### src/rtl/sipo_word_rx_pkg.sv
// Shared definitions for the serial word link: receiver FSM encoding and the
// default word width used by both ends of the link.
package sipo_word_rx_pkg;

  localparam int W_DEF = 8;

  typedef enum logic {
    RX_IDLE  = 1'b0,
    RX_SHIFT = 1'b1
  } rx_state_t;

endpackage

### src/rtl/word_hold_reg.sv
// One-entry valid/ready holding stage. A new word is taken when the stage is
// empty or being drained on the same edge; otherwise it is flagged as dropped.
module word_hold_reg #(
  parameter int W = 8
) (
  input  logic         clk,
  input  logic         rst,
  input  logic         in_valid,
  input  logic [W-1:0] in_data,
  input  logic         out_ready,
  output logic         out_valid,
  output logic [W-1:0] out_data,
  output logic         drop
);

  // Handshake: a word moves downstream on every rising edge where
  // out_valid and out_ready are both 1; out_data is stable while out_valid
  // is 1 and not yet accepted.
  logic take;

  assign take = in_valid && (!out_valid || out_ready);
  assign drop = in_valid && out_valid && !out_ready;

  always_ff @(posedge clk) begin
    if (rst) begin
      out_valid <= 1'b0;
      out_data  <= '0;
    end else if (take) begin
      out_valid <= 1'b1;
      out_data  <= in_data;
    end else if (out_valid && out_ready) begin
      out_valid <= 1'b0;
    end
  end

endmodule

### src/rtl/sipo_word_rx.sv
// Serial-in/parallel-out word receiver: rebuilds LSB-first words from the
// strobed serial link and hands them to a one-entry holding stage.
module sipo_word_rx
  import sipo_word_rx_pkg::*;
#(
  parameter  int w  = W_DEF,
  localparam int CW = $clog2(w)
) (
  input  logic          clk,
  input  logic          rst,
  input  logic          sh,
  input  logic          b_in,
  input  logic          clr,
  input  logic          out_ready,
  output logic [w-1:0]  data_out,
  output logic          out_valid,
  output logic          busy,
  output logic [CW-1:0] bit_cnt,
  output logic          overrun
);

  rx_state_t     state_q, state_nx;
  logic [w-1:0]  sreg_q, sreg_nx;
  logic [CW-1:0] cnt_nx;
  logic          word_done;
  logic [w-1:0]  word;
  logic          drop;

  // New bits enter at the top, so after w strobes the first bit is in bit 0.
  assign word = {b_in, sreg_q[w-1:1]};
  assign busy = (state_q == RX_SHIFT);

  always_comb begin
    state_nx  = state_q;
    sreg_nx   = sreg_q;
    cnt_nx    = bit_cnt;
    word_done = 1'b0;
    if (clr) begin
      state_nx = RX_IDLE;
      sreg_nx  = '0;
      cnt_nx   = '0;
    end else if (sh) begin
      if (bit_cnt == CW'(w - 1)) begin
        word_done = 1'b1;
        state_nx  = RX_IDLE;
        sreg_nx   = '0;
        cnt_nx    = '0;
      end else begin
        state_nx = RX_SHIFT;
        sreg_nx  = word;
        cnt_nx   = bit_cnt + 1'b1;
      end
    end
  end

  always_ff @(posedge clk) begin
    if (rst) begin
      state_q <= RX_IDLE;
      sreg_q  <= '0;
      bit_cnt <= '0;
      overrun <= 1'b0;
    end else begin
      state_q <= state_nx;
      sreg_q  <= sreg_nx;
      bit_cnt <= cnt_nx;
      if (clr) begin
        overrun <= 1'b0;
      end else if (drop) begin
        overrun <= 1'b1;
      end
    end
  end

  word_hold_reg #(.W(w)) u_hold (
    .clk       (clk),
    .rst       (rst),
    .in_valid  (word_done),
    .in_data   (word),
    .out_ready (out_ready),
    .out_valid (out_valid),
    .out_data  (data_out),
    .drop      (drop)
  );

endmodule

### config.mk
export PLATFORM = sky130hd
export DESIGN_NAME = sipo_word_rx
export DESIGN_NICKNAME = d
export VERILOG_FILES = /design/src/rtl/sipo_word_rx_pkg.sv /design/src/rtl/word_hold_reg.sv /design/src/rtl/sipo_word_rx.sv
export SDC_FILE = /design/constraint.sdc
export NUM_CORES = 1
export LEC_CHECK = 0
export ABC_AREA = 1
export CORE_ASPECT_RATIO = 0.9
export CORE_MARGIN = 2
export CORE_UTILIZATION = 50
export CTS_CLUSTER_DIAMETER = 200
export DETAILED_ROUTE_END_ITERATION = 8
export PLACE_DENSITY = 0.82
export SYNTH_ARGS = -nofsm -noshare
export SYNTH_HDL_FRONTEND = slang
export SYNTH_SLANG_ARGS = --single-unit
### constraint.sdc
create_clock -name clk -period 4.3 [get_ports clk]
set_clock_uncertainty 0.2 [all_clocks]
set_input_delay 0.86 -clock clk [delete_from_list [all_inputs] [get_ports clk]]
set_output_delay 0.86 -clock clk [all_outputs]
set_load 0.01 [all_outputs]
==> impl_summary.txt <==
----------------------------------------------------
[Floorplan]
  Number of rows in the core area ... 14
  Starting utilization of the core area ... 51.6%
  DIE AREA ... 2030 um^2
  Top-Level Pins ... 20
  Floorplan die width ... 47.2 um
  Total core area ... 1630 um^2
  Die height ... 42.9 um

[Power and ir drop]
  Total leakage power ... 0.392 nW
  Cell area power density ... 286 nW/um^2
  Peak VDD IR ... 0.230 mV

[Timing]
  Maximum clock frequency ... 434 MHz
  Count of pins over their slew limit ... 0
  Minimum setup slack in the final design ... 2000 ps
  Worst relative slew slack ... 73.5%
  Post-route clock period utilization ... 53.5%
  TNS Setup ... 0 ps
  Worst Tran Pin Value ... 396 ps
  Clock period minus final worst setup slack ... 2300 ps
  Unrepaired setup endpoints after global routing ... false
  Hold violation count in the final report ... 0
  Count of endpoints failing setup in the final report ... 0
  Post-route worst hold slack ... 274 ps

[Layout]
  Area added between synthesis and finish ... 28.4%
  Leading cell types in the layout, fill and taps excluded ... nand2_1 (30), dfxtp_1 (21), nor2_1 (20)
  Antenna diode count ... 0
  Number of inserted filler cells in the final layout ... 150
  Ratio of cells with drive above 1 in the final layout ... 5.97%
  Most frequent standard cell in the layout excluding fill and tap cells ... nand2_1
  Multi-input gate area in the final layout ... 364 um^2
  Final #Nets ... 143
  Footprint of the flip-flops and latches ... 420 um^2

[Setup path]
  Master of the slowest instance on the critical path ... clkdlybuf4s50_1
  Capturing element type of the critical path ... primary output
  Highest fanout seen on the critical path ... 4
  Worst setup SP type ... register
  Top cell family by delay on the critical path ... buffers and inverters
  Delay of the slowest critical-path stage ... 550 ps
  Number of buffer and inverter stages on the critical path ... 1
  Setup CP Type ... register to primary output
  Series of cell instances along the critical path ... clkdlybuf4s50_1
  Arrival @ worst endpoint ... 1240 ps
  Req. time, crit path ... 3240 ps

[Global route]
  Initial antenna violation count ... 0
  Vias in the first global route ... 668
  First-pass GRT wire length ... 2590 um
  Total overflow reported by the global router ... 0
  Maximum number of pins on one net before global-route repair ... 13
  Overall routing resource usage ... 18.4%

[Place]
  Global placer's final weighted congestion ... 0.750
  Quantity of I/O buffers inserted on ports ... 19
  Worst slack after detailed placement ... 1920 ps
  Post-DP HPWL ... 1180 um

[Route]
  Final WL ... 1500 um
  Routed via count ... 746
  Antenna Violating Nets Remaining ... 0
  Via density per instance ... 4.72
  DRC violation count after routing ... 0
  Routed wirelength normalized by instance count ... 9.49 um
  1st-iter DRT viols ... 14
  Detailed Routing Iterations Pass 1 ... 4

[Clock tree]
  Num CTS Buffers ... 3
  Post-CTS Setup Bufs ... 0
  Clock latency on the worst-skew pair ... 300 ps
  Buffer levels on the longest clock path ... 2
  Clock H-tree levels ... 1
  CTS sink cnt ... 21
  Quantity of gates resized following cts ... 0
  Number of buffers inserted for hold repair after clock tree synthesis ... 0
  Register clock-pin slew on the reported worst setup and hold paths ... 100 ps
  Cell at the root of the clock tree ... clkbuf_4
  Clock tree from TritonCTS ... yes

[Run status]
  Outcome ... finished clean

[Synthesis]
  Netlist area before placement ... 841 um^2
  Net count after synthesis ... 120
  Register bit total from synthesis ... 21
  Mean area per synthesized cell ... 7.51 um^2
  Count of distinct cell types in the synthesized netlist ... 13
  Number of warning messages in the yosys log ... 0
  Sequential share of the synthesized area ... 50.0%
  Synthesized instance count ... 112

[Hold path]
  Kind of path behind the tightest hold check ... register to register

[Job]
  Max-capacitance violation count ... 0

----------------------------------------------------
## through the flow
stage / cells / total power, W / utilization [%] / cell area [um^2]
6_report: 158 / 0.000308 / 66.3 / 1080
5_1_grt: 158 / 0.000321 / 66.3 / 1080
4_1_cts: 158 / 0.000312 / 66.3 / 1080
3_5_place_dp: 154 / 0.000222 / 64.7 / 1050
3_3_place_gp: 154 / 0.000221 / 64.7 / 1050
2_1_floorplan: 112 / 0.000212 / - / 841
## final timing paths
path	start	end	slack (ps)	depth (start not counted)
hold reg to reg	sreg_q[1]	sreg_q[1]	270	2
setup reg to reg	bit_cnt[0]	u_hold.out_data[5]	2670	7
hold / removal	sreg_q[1]	sreg_q[1]	270	2
setup / recovery	bit_cnt[0]	bit_cnt[0]	2000	1
## area by class of cell
| type | instances | share of cell area [%] |
|---|---|---|
| sequential | 21 | 38.9 |
| inverter | 13 | 4.52 |
| multi-input combinational | 77 | 33.7 |
| tap | 24 | 2.78 |
| timing repair buffer | 19 | 17.6 |
| clock buffer | 4 | 2.43 |
## registers in the layout, indices dropped and copies added (netlist names)
signal	cells
overrun	1
bit_cnt	3
u_hold.out_valid	1
u_hold.out_data	8
sreg_q	7
busy	1
## metal layers
layer | global-route usage, % | part of all wire [%]
met5 | 0 | 0
met1 | 20.6 | 43
met4 | 11.7 | 3.0
met3 | 4.26 | 4.3
met2 | 30.0 | 50
## cell families after synthesis
group	synth area share [%]
buffers and inverters	6.70
and+or+nand+nor	33.2
AOI/OAI and AO/OA	7.14
adders and majority gates	2.98
DFF	50.0
## synthesized netlist by cell type
| library cell | count | area (um^2) |
|---|---|---|
| ha_1 | 2 | 25.0 |
| nor3b_2 | 1 | 12.5 |
| inv_1 | 11 | 41.3 |
| a21oi_1 | 11 | 55.1 |
| dfxtp_1 | 21 | 420 |
| o21ai_0 | 1 | 5.00 |
| nand2_1 | 30 | 113 |
| clkinv_1 | 1 | 3.75 |
| nor2_1 | 20 | 75.1 |
| inv_2 | 1 | 3.75 |
| nand3_1 | 9 | 45.0 |
| nor2_4 | 3 | 33.8 |
| buf_4 | 1 | 7.51 |
## power breakdown
group | total (W) | switching [W] | leakage (nW) | internal [W]
Combinational | 0.0000201 | 0.0000111 | 0.208 | 0.00000904
Sequential | 0.000197 | 0.00000104 | 0.170 | 0.000196
Clock | 0.0000913 | 0.0000551 | 0.0150 | 0.0000362
Note: power is estimated with default switching activity, not from simulation.
